[src/rtl/gcd_serial_bridge.sv]
// Pad-side serial bridge for the gcd core: serial request in, val/rdy both ways, serial response out.
// Optional odd-parity framing on both directions when GCD_SERIAL_PARITY_EN is defined.
//   state    | meaning
//   RX_SHIFT | collecting request data bits
//   RX_PAR   | waiting for the request parity bit
//   RX_HOLD  | full request presented to gcd, incoming bits dropped
//   TX_IDLE  | ready to capture a response
//   TX_SHIFT | presenting response bits to the pad
module gcd_serial_bridge #(
    parameter int REQ_W  = 32,
    parameter int RESP_W = 16
) (
    input  logic              clk,
    input  logic              reset,
    input  logic              ser_in_data,
    input  logic              ser_in_valid,
    input  logic              ser_in_clr,
    output logic              ser_in_busy,
    output logic [REQ_W-1:0]  req_msg,
    output logic              req_val,
    input  logic              req_rdy,
    input  logic [RESP_W-1:0] resp_msg,
    input  logic              resp_val,
    output logic              resp_rdy,
    input  logic              ser_out_en,
    output logic              ser_out_data,
    output logic              ser_out_valid,
    output logic              ser_out_last,
    output logic              par_err
);
    localparam int RX_CNT_W = $clog2(REQ_W + 1);
    localparam int TX_CNT_W = $clog2(RESP_W + 1);
`ifdef GCD_SERIAL_PARITY_EN
    localparam int TX_BITS = RESP_W + 1;
`else
    localparam int TX_BITS = RESP_W;
`endif
    localparam logic [RX_CNT_W-1:0] RX_LAST = RX_CNT_W'(REQ_W - 1);
    localparam logic [TX_CNT_W-1:0] TX_LAST = TX_CNT_W'(TX_BITS - 1);

    typedef enum logic [1:0] {RX_SHIFT, RX_PAR, RX_HOLD} rx_state_t;
    typedef enum logic {TX_IDLE, TX_SHIFT} tx_state_t;

    rx_state_t           rx_state, rx_state_nxt;
    logic [RX_CNT_W-1:0] rx_cnt, rx_cnt_nxt;
    logic [REQ_W-1:0]    rx_shreg, rx_shreg_nxt;
    tx_state_t           tx_state, tx_state_nxt;
    logic [TX_CNT_W-1:0] tx_cnt, tx_cnt_nxt;
    logic [RESP_W-1:0]   tx_latch, tx_latch_nxt;

    always_ff @(posedge clk) begin
        if (reset) begin
            rx_state <= RX_SHIFT;
            rx_cnt   <= '0;
            rx_shreg <= '0;
            tx_state <= TX_IDLE;
            tx_cnt   <= '0;
            tx_latch <= '0;
        end else begin
            rx_state <= rx_state_nxt;
            rx_cnt   <= rx_cnt_nxt;
            rx_shreg <= rx_shreg_nxt;
            tx_state <= tx_state_nxt;
            tx_cnt   <= tx_cnt_nxt;
            tx_latch <= tx_latch_nxt;
        end
    end

`ifdef GCD_SERIAL_PARITY_EN
    logic rx_par_bad;
    logic par_err_q;
    logic tx_par, tx_par_nxt;

    always_ff @(posedge clk) begin
        if (reset) begin
            par_err_q <= 1'b0;
            tx_par    <= 1'b0;
        end else begin
            par_err_q <= rx_par_bad;
            tx_par    <= tx_par_nxt;
        end
    end
    assign par_err = par_err_q;
`else
    assign par_err = 1'b0;
`endif

    always_comb begin
        rx_state_nxt = rx_state;
        rx_cnt_nxt   = rx_cnt;
        rx_shreg_nxt = rx_shreg;
`ifdef GCD_SERIAL_PARITY_EN
        rx_par_bad   = 1'b0;
`endif
        case (rx_state)
            RX_SHIFT: begin
                if (ser_in_clr) begin
                    rx_cnt_nxt = '0;
                end else if (ser_in_valid) begin
                    rx_shreg_nxt = {rx_shreg[REQ_W-2:0], ser_in_data};
                    if (rx_cnt == RX_LAST) begin
                        rx_cnt_nxt = '0;
`ifdef GCD_SERIAL_PARITY_EN
                        rx_state_nxt = RX_PAR;
`else
                        rx_state_nxt = RX_HOLD;
`endif
                    end else begin
                        rx_cnt_nxt = rx_cnt + 1'b1;
                    end
                end
            end
`ifdef GCD_SERIAL_PARITY_EN
            RX_PAR: begin
                // Odd parity: data plus parity bit carries an odd number of ones.
                if (ser_in_clr) begin
                    rx_cnt_nxt   = '0;
                    rx_state_nxt = RX_SHIFT;
                end else if (ser_in_valid) begin
                    if (ser_in_data == ~^rx_shreg) begin
                        rx_state_nxt = RX_HOLD;
                    end else begin
                        rx_state_nxt = RX_SHIFT;
                        rx_par_bad   = 1'b1;
                    end
                end
            end
`endif
            RX_HOLD: begin
                if (req_rdy) rx_state_nxt = RX_SHIFT;
            end
            default: begin
                rx_state_nxt = RX_SHIFT;
                rx_cnt_nxt   = '0;
            end
        endcase
    end

    always_comb begin
        tx_state_nxt = tx_state;
        tx_cnt_nxt   = tx_cnt;
        tx_latch_nxt = tx_latch;
`ifdef GCD_SERIAL_PARITY_EN
        tx_par_nxt   = tx_par;
`endif
        case (tx_state)
            TX_IDLE: begin
                if (resp_val) begin
                    tx_latch_nxt = resp_msg;
                    tx_cnt_nxt   = '0;
                    tx_state_nxt = TX_SHIFT;
`ifdef GCD_SERIAL_PARITY_EN
                    tx_par_nxt   = ~^resp_msg;
`endif
                end
            end
            TX_SHIFT: begin
                if (ser_out_en) begin
                    if (tx_cnt == TX_LAST) begin
                        tx_cnt_nxt   = '0;
                        tx_state_nxt = TX_IDLE;
                    end else begin
                        tx_cnt_nxt   = tx_cnt + 1'b1;
                        tx_latch_nxt = {tx_latch[RESP_W-2:0], 1'b0};
                    end
                end
            end
            default: tx_state_nxt = TX_IDLE;
        endcase
    end

    logic tx_bit;
`ifdef GCD_SERIAL_PARITY_EN
    assign tx_bit = (tx_cnt == TX_CNT_W'(RESP_W)) ? tx_par : tx_latch[RESP_W-1];
`else
    assign tx_bit = tx_latch[RESP_W-1];
`endif

    assign req_msg       = rx_shreg;
    assign req_val       = (rx_state == RX_HOLD);
    assign ser_in_busy   = (rx_state == RX_HOLD);
    assign resp_rdy      = (tx_state == TX_IDLE);
    assign ser_out_valid = (tx_state == TX_SHIFT);
    assign ser_out_data  = (tx_state == TX_SHIFT) && tx_bit;
    assign ser_out_last  = (tx_state == TX_SHIFT) && (tx_cnt == TX_LAST);
endmodule

[config.mk]
export PLATFORM = sky130hd
export DESIGN_NAME = gcd_serial_bridge
export DESIGN_NICKNAME = d
export VERILOG_FILES = /design/src/rtl/gcd_serial_bridge.sv
export SDC_FILE = /design/constraint.sdc
export NUM_CORES = 1
export LEC_CHECK = 0
export ABC_AREA = 1
export CAP_MARGIN = 20
export CORE_MARGIN = 4
export CORE_UTILIZATION = 25
export DETAILED_ROUTE_END_ITERATION = 7
export GPL_ROUTABILITY_DRIVEN = 1
export PLACE_DENSITY = 0.54
export SETUP_SLACK_MARGIN = 0.4
export SLEW_MARGIN = 30
export SYNTH_ARGS = -nofsm -noshare
export SYNTH_HDL_FRONTEND = slang
export SYNTH_SLANG_ARGS = --single-unit
[constraint.sdc]
create_clock -name clk -period 1.7 [get_ports clk]
set_clock_uncertainty 0.1 [all_clocks]
set_input_delay 0.255 -clock clk [delete_from_list [all_inputs] [get_ports clk]]
set_output_delay 0.255 -clock clk [all_outputs]
set_load 0.05 [all_outputs]
Word level (Yosys, flattened, before mapping) --
Index checks and enable logic that the tools add are counted.
Storage, ports and cells: logic and storage cells 51, input port bits 24, register bits after elaboration 62, output and inout bits 39
Cells by class: muxes and demuxes 21, bitwise logic cells 3, add/sub/neg operators 2, equality and inequality tests 11, reductions and logical operators 8
Operators with widths (number):
- 16-bit two-way mux | 3
- 16-bit one-hot mux with 2 select lines | 1
- 6-bit two-way mux | 3
- 5-bit two-way mux | 3
- 2-bit inequality test, second input constant | 6
- 6-bit one-hot mux with 2 select lines | 1
- 5-bit one-hot mux with 2 select lines | 1
- 2-bit two-way mux | 4
- 6-bit by 1-bit adder with 6-bit output, second input constant | 1
- 6-bit by 5-bit equality test with 1-bit output, second input constant | 1
- 3-bit AND reduction | 2
- 5-bit by 1-bit adder with 5-bit output, second input constant | 1
- 5-bit by 4-bit equality test with 1-bit output, second input constant | 1
- 2-bit one-hot mux with 2 select lines | 1
- 2-bit AND reduction | 2
- 4-bit AND reduction | 1
- 1-bit two-way mux | 3
- 3-bit inequality test, second input constant | 1
- 1-bit NOT | 3
- 2-bit equality test, second input constant | 1
- 1-bit logical AND | 2
- 2-bit logical NOT | 1
- 2-bit by 1-bit inequality test with 1-bit output, second input constant | 1
- 1-bit one-hot mux with 2 select lines | 1

Depth between registers and ports, before layout --
Gate-level depths: netlist of run 1.
word-level depth 5, depth in mapped cells 8, mapped depth without buffers 7

Worst setup path after synthesis of run 1 --
Ideal clock, no wire load.
path kind reg2out, start point register tx_state, in the netlist ser_out_valid, end point output port ser_out_last, path buffers 2, arrival time 1.430 ns, cell stages (with the launch flop) 5, setup slack -0.085 ns, required time 1.345 ns, path through dfxtp_1 -> buf_6 -> buf_4 -> nand2_1 -> inv_1
Between the ends: cells in the longest elaborated chain, start to end 1
RTL lines:
- from (decl) | line 47 | tx_state_t tx_state, tx_state_nxt;
- from (signal assigned) | line 63 | tx_state <= tx_state_nxt;
- 1-bit logical AND | line 185 | assign ser_out_last = (tx_state == TX_SHIFT) && (tx_cnt == TX_LAST);
- to (decl) | line 28 | output logic ser_out_last,
Every way passes these cells.

Worst setup path after layout of run 1 --
start point register tx_cnt[0], end point output port ser_out_last
Between the ends: cells in the longest elaborated chain, start to end 2
RTL lines:
- from (decl) | line 48 | logic [TX_CNT_W-1:0] tx_cnt, tx_cnt_nxt;
- from (signal assigned) | line 64 | tx_cnt <= tx_cnt_nxt;
- 5-bit by 4-bit equality test with 1-bit output | line 185
- 1-bit logical AND | line 185
Every way passes these cells.

==> results of run 1 <==
==> cells in the mapped netlist <==
| master | instances | area [sq um] |
|---|---|---|
| nor2_1 | 101 | 379 |
| dfxtp_1 | 61 | 1220 |
| nand2_1 | 60 | 225 |
| o21ai_0 | 36 | 180 |
| mux2i_1 | 15 | 150 |
| a21oi_1 | 13 | 65.1 |
| inv_1 | 11 | 41.3 |
| buf_2 | 7 | 35.0 |
| nand3_1 | 7 | 35.0 |
| clkbuf_1 | 6 | 22.5 |
| buf_4 | 3 | 22.5 |
| buf_6 | 3 | 33.8 |
| ha_1 | 2 | 25.0 |
| inv_2 | 2 | 7.51 |
| o21bai_1 | 2 | 15.0 |
| conb_1 | 1 | 3.75 |
| nand2_2 | 1 | 6.26 |
| nand3_2 | 1 | 10.0 |
| nand4_1 | 1 | 6.26 |
| o211ai_1 | 1 | 7.51 |
| o21a_1 | 1 | 7.51 |
| o21ai_2 | 1 | 8.76 |
| xnor2_1 | 1 | 8.76 |
==> layout make-up <==
type                            instances  area [sq um]
Tap cell                              133           166
Clock buffer                           13           180
Sequential cell                        61          1240
Clock inverter                          3          40.0
Multi-Input combinational cell        244          1250
Fill cell                            1015          5860
Inverter                               13          63.8
Timing Repair Buffer                   86           966
==> sequential cells by signal, summed over array words and instances, names as in the netlist <==
| name | flops |
|---|---|
| tx_latch | 16 |
| req_msg | 32 |
| rx_cnt | 6 |
| tx_cnt | 5 |
| rx_state | 1 |
| ser_out_valid | 1 |
==> how the worst min path moves through the flow <==
stage	slack [ns]	cells past startpoint	start	to
final	0.33	5	ser_in_clr	req_msg[21]
after global routing	0.38	5	ser_in_clr	req_msg[21]
after global placement	0.36	2	tx_latch[12]	tx_latch[12]
after CTS	0.39	2	tx_latch[13]	tx_latch[13]
after floorplan	0.31	3	req_rdy	rx_state[1]
after detailed placement	0.37	2	tx_latch[13]	tx_latch[13]
==> power groups by stage <==
stage / Sequential [mW] / Clock (mW) / Combinational, mW
2_1_floorplan: 1.76 / 0 / 0.283
3_3_place_gp: 1.61 / 0 / 0.646
3_5_place_dp: 1.61 / 0 / 0.651
4_1_cts: 1.58 / 1.47 / 0.678
5_1_grt: 1.60 / 1.52 / 0.805
6_report: 1.59 / 1.40 / 0.739
==> per-stage QoR <==
stage / total power [mW] / setup slack [ns] / cell area, sq um / hold WS [ns] / std cells
floorplan: 2.05 / 0.365 / 2600 / 0.308 / 337
global placement: 2.26 / 0.0558 / 3330 / 0.364 / 522
detailed placement: 2.26 / 0.0416 / 3330 / 0.372 / 522
CTS: 3.72 / -0.0115 / 3660 / 0.387 / 547
global route: 3.92 / -0.0449 / 3910 / 0.380 / 553
finish: 3.72 / 0.0439 / 3910 / 0.334 / 553
==> kinds of logic after synthesis <==
family,Yosys count,synth area share (%)
mux,15,5.96
other cells,1,0.149
compound gates,54,11.3
flops,61,48.5
fa+ha+maj,2,0.994
simple gates,171,26.3
buf+inv,32,6.46
xor+xnor,1,0.348
==> routing by layer <==
layer	share of wire, %	global-route usage [%]	vias to the layer above
met5	0	0	-
met4	0.98	3.25	0
met3	7.4	4.60	6
met2	46	18.4	53
met1	46	12.5	1038
li1	-	-	1233
==> repair_timing <==
item | 4_1_cts | 5_1_grt
gates resized for setup | 12 | 53
setup buffers | 9 | 3
endpoints found under the setup margin | 30 | 79
pin swaps | 3 | 6
endpoints found under the hold margin | 0 | 0
cloned | 0 | 3
hold buffers | 0 | 0
==> worst min-delay path, stage by stage <==
cell and delay, ns:
dlymetal6s2s_1 0.16, nor2_4 0.06, nand2_4 0.10, o21ai_0 0.08, nor2_1 0.07
==> metrics.md, run 1 <==
| Metric | Value |
|---|---|
| Clock sinks | `61` |
| Die area | `11,700 sq um` |
| #FFs+latches synth | `61` |
| Final setup viols | `0` |
| Die Height | `108 um` |
| Antenna diode count | `0` |
| Via count | `2,330` |
| Syn Inst Count | `337` |
| Routed Antenna Nets | `0` |
| Crit-path leading delay family | `flip-flops` |
| Maximum vdd ir drop | `0.000408 V` |
| Largest net degree at the start of global routing | `53` |
| H-Tree Depth | `3` |
| FF-to-FF End | `tx_latch[5]` |
| Worst-Skew Late Latency | `0.34 ns` |
| Drt via density | `4.21` |
| R2R setup slack | `0.06 ns` |
| CTS Buffer Depth | `2` |
| Routed WL | `6.34 mm` |
| GRT Overall Usage | `10.9%` |
| CP peak stage delay | `0.36 ns` |
| Core Util, Final | `40.0%` |
| Sequential power share | `42.6%` |
| CTS tree | `built` |
| Fin crit period | `1.66 ns` |
| Internal cell power | `2.68 mW` |
| Worst-path cell chain | `ha_4 -> nand3_4 -> nor2_4 -> nand2_4 -> clkinvlp_4 -> buf_12` |
| Gate power share | `19.9%` |
| Post-DP HPWL | `3.94 mm` |
| R2R Path Start | `tx_cnt[0]` |
| First-pass GRT wire length | `10.0 mm` |
| FMAX | `604 MHz` |
| Top Ports | `63` |
| Clk network pwr share | `37.5%` |
| Switch Pwr | `1.04 mW` |
| Number of remaining DRC errors | `0` |
| CTS clock-pin slew for the worst setup and hold paths | `0.06 ns` |
| Leak | `1.66 nW` |
| Kind of end point of the critical path | `output port` |
| Initial antenna violation count | `0` |
| Max_cap viols | `0` |
| CTS Buf Count | `9` |
| Crit path buf inv count | `2` |
| Commonest non-fill, non-tap cells in the layout | `90 x nor2_1, 54 x nand2_1, 51 x dfxtp_1` |
| Setup tns final | `0 ns` |
| Share of cells above drive strength 1 | `27.6%` |
| Most common cell after layout, fill and taps aside | `nor2_1` |
| Routability cong. | `0.733` |
| Core area | `9770 sq um` |
| Final Max Slew Viols | `0` |
| DR pass1 iterations | `4` |
| Syn-to-layout area delta | `55.4%` |
| Crit path capture | `ser_out_last` |
| Slowest stage cell, crit path | `dfxtp_4` |
| Grt total ovfl | `0` |
| Syn_area_per_cell | `7.47 sq um` |
| CP Launch Point | `tx_cnt[0]` |
| Initial DRC count | `92` |
| Row Count | `36` |
| Critical path depth | `6` |
| Worst Reg-to-Reg Cells | `10` |
| Syn_nets | `363` |
| Netlist cell types | `23` |
| Initial Util | `25.8%` |
| Critical Path Source Type | `register` |
| Critical path type | `reg -> out` |
| Clk root buf | `clkbuf_8` |
| Die width | `108 um` |
| Sw Ratio | `28.0%` |
| Worst endpoint required time | `1.34 ns` |
| Sequential fraction of the synthesis area | `48.5%` |
| Power Density | `951 nW/um^2` |
| Mapped Area | `2520 sq um` |
| Hold Path Class | `in -> reg` |
| Wire per inst | `11.5 um` |
| Port buffer count | `61` |
| Final net count | `441` |
| Period utilisation layout | `97.4%` |
| Final Hold Viols | `0` |
| Worst EP arrival | `1.30 ns` |
| CP Max Fanout | `2` |
| Status | `completed` |
| Vias in the first global route | `2,163` |
| RSZ-0062 raised after global routing | `true` |
| Warnings from Yosys | `0` |
Power figures use the tool's default switching activity.
==> run 2: changes to the inputs <==
--- a/config.mk
+++ b/config.mk
@@ -6,6 +6,7 @@
 export NUM_CORES = 1
 export LEC_CHECK = 0
 export ABC_AREA = 1
+export ABC_CLOCK_PERIOD_IN_PS = 1700
 export CAP_MARGIN = 20
 export CORE_MARGIN = 4
 export CORE_UTILIZATION = 25
==> results of run 2 <==
The final DEF is identical to that of run 1; final timing and power are the same.
==> run 3: changes to the inputs <==
--- a/config.mk
+++ b/config.mk
@@ -10,8 +10,10 @@
 export CAP_MARGIN = 20
 export CORE_MARGIN = 4
 export CORE_UTILIZATION = 25
+export CTS_CLUSTER_DIAMETER = 100
 export DETAILED_ROUTE_END_ITERATION = 7
 export GPL_ROUTABILITY_DRIVEN = 1
+export GPL_TIMING_DRIVEN = 0
 export PLACE_DENSITY = 0.54
 export SETUP_SLACK_MARGIN = 0.4
 export SLEW_MARGIN = 30
==> run 3 against run 2 <==
  * First-iteration DRC count is 13% higher
  * Power is 1.2% lower
  * Largest power group unchanged
  * Largest cell class unchanged
  * Sequential power hardly changed
  * Worst hold slack worse by 0.21 ns
  * Final area is 13% higher
  * Maximum frequency is 0.36% lower
==> metrics.md, run 3 (synthesis results as in run 1) <==
| Metric | Value |
|---|---|
| Fin worst setup slack | `0.0380 ns` |
| Post-DP HPWL | `4.50 mm` |
| Maximum vdd ir drop | `0.000495 V` |
| Clock sinks | `61` |
| Worst EP arrival | `1.31 ns` |
| Die width | `108 um` |
| Worst endpoint required time | `1.34 ns` |
| Initial antenna violation count | `0` |
| Initial Util | `25.8%` |
| H-Tree Depth | `3` |
| Hold_sp | `reset` |
| CTS tree | `built` |
| Worst-path cell chain | `ha_4 -> nand3_4 -> nor2_4 -> nand2_4 -> clkinvlp_4 -> buf_8` |
| Share of cells above drive strength 1 | `42.2%` |
| Grt total ovfl | `0` |
| Vias in the first global route | `2,331` |
| Status | `completed` |
| Syn-to-layout area delta | `75.1%` |
| Crit path buf inv count | `2` |
| Worst-Skew Late Latency | `0.33 ns` |
| Wire per inst | `13.0 um` |
| First-pass GRT wire length | `11.2 mm` |
| Clk root buf | `clkbuf_8` |
| GRT Overall Usage | `12.2%` |
| Power Density | `834 nW/um^2` |
| CP peak stage delay | `0.35 ns` |
| Hold Slack | `0.128 ns` |
| R2R setup slack | `0.18 ns` |
| Worst Reg-to-Reg Cells | `8` |
| Critical path depth | `6` |
| Fin crit period | `1.66 ns` |
| Crit-path leading delay family | `flip-flops` |
| Max FFs per register | `32` |
| FF-to-FF End | `tx_latch[10]` |
| CTS clock-pin slew for the worst setup and hold paths | `0.07 ns` |
| Port buffer count | `60` |
| Row Count | `36` |
| Antenna diode count | `0` |
| Final Hold Viols | `0` |
| Final Instance Count excl. Fillers | `569` |
| Leak | `1.84 nW` |
| Fill cells | `987` |
| DR pass1 iterations | `4` |
| Kind of end point of the critical path | `output port` |
| CTS Buffer Depth | `2` |
| Hold Path Class | `in -> reg` |
| Number of remaining DRC errors | `0` |
| Period utilisation layout | `97.8%` |
| Routability cong. | `0.713` |
| Routed Antenna Nets | `0` |
| FMAX | `602 MHz` |
| CTS Buf Count | `9` |
| Setup WS pre-CTS | `-0.351 ns` |
| Via count | `2,478` |
| Top Ports | `63` |
| RSZ-0062 raised after global routing | `true` |
| Slowest stage cell, crit path | `dfxtp_2` |
| WHS Endpoint | `rx_state[1]` |
| Routed WL | `7.39 mm` |
| Die Height | `108 um` |
| Max_cap viols | `0` |
| Critical Path Source Type | `register` |
| Die area | `11,700 sq um` |
| Final net count | `457` |
| Core area | `9770 sq um` |
| Placed insts | `530` |
| Final Max Slew Viols | `0` |
| Critical path type | `reg -> out` |
| Final setup viols | `0` |
| R2R Path Start | `tx_cnt[1]` |
| CP Max Fanout | `2` |
| Most common cell after layout, fill and taps aside | `nor2_1` |
| Drt via density | `4.36` |
| Worst Hold Depth | `2` |
| Initial DRC count | `104` |
| Commonest non-fill, non-tap cells in the layout | `61 x nor2_1, 53 x nand2_1, 39 x buf_6, 39 x dfxtp_1, 34 x nor2_4` |
| Largest net degree at the start of global routing | `11` |
[run 3: cell types whose count changed in the layout (fill, tap and decap cells not counted), sizes merged]
cell           delta
buf              +11
clkinvlp          +1
dlygate4sd2       +1
clkinv            +1
clkbuf            +4
clkdlybuf4s50     -2
nand2             +1
bufinv            -1
[run 3: where the power goes]
part           total, mW  leakage, nW  internal [mW]  switching, mW
combinational      0.874         1.23          0.402          0.471
clock               1.19       0.0921          0.602          0.585
sequential          1.62        0.511           1.52         0.0962
total               3.68         1.84           2.53           1.15
[run 3: layout make-up]
class	count	area (sq um)	area share (%)
multi-input combinational	245	1550	35.2
sequential	61	1260	28.5
timing repair buffer	82	957	21.7
buffer	19	228	5.16
tap	133	166	3.77
clock buffer	12	155	3.52
inverter	13	71.3	1.62
clock inverter	4	22.5	0.511
[run 3: repair_timing]
| action | 4_1_cts | 5_1_grt |
|---|---|---|
| pin swaps | 6 | 61 |
| gates resized for setup | 267 | 196 |
| hold endpoints to repair | 0 | 0 |
| cloned | 3 | 5 |
| setup endpoints to repair | 92 | 82 |
| buffers inserted | 8 | 7 |
| hold buffers | 0 | 0 |
[run 3: layer usage]
layer	part of all wire, %	vias up	global-route usage, %
li1	-	1266	-
met1	44	1148	15.6
met2	48	60	18.3
met3	7.2	4	5.73
met4	0.62	0	3.34
met5	0	-	0
[run 3: worst max path at each step]
stage	startpoint	end	slack, ns
final	tx_cnt[1]	ser_out_last	0.04
after CTS	tx_cnt[0]	ser_out_last	-0.02
after global placement	tx_cnt[0]	ser_out_last	-0.34
after global routing	tx_cnt[1]	ser_out_last	-0.05
after detailed placement	tx_cnt[0]	ser_out_last	-0.35
after floorplan	ser_out_valid	ser_out_data	0.36
[run 3: worst register-to-register path: stages (launching register included)]
cell	delay (ns)
dfxtp_2	0.35
ha_4	0.15
nand3_4	0.09
buf_4	0.16
o21ai_4	0.18
nand2_4	0.11
buf_8	0.15
nor2_1	0.08
nor2_1	0.05
[run 3: metrics by stage]
step	cell area (sq um)	total power, mW	setup TNS, ns	utilization [%]
final	4410	3.68	0	45.1
after global routing	4410	3.86	-0.0505	45.1
after CTS	3650	3.49	-0.0159	37.4
after detailed placement	3360	2.27	-4.74	34.4
after global placement	3360	2.26	-3.99	34.4
after floorplan	2600	2.05	0	-
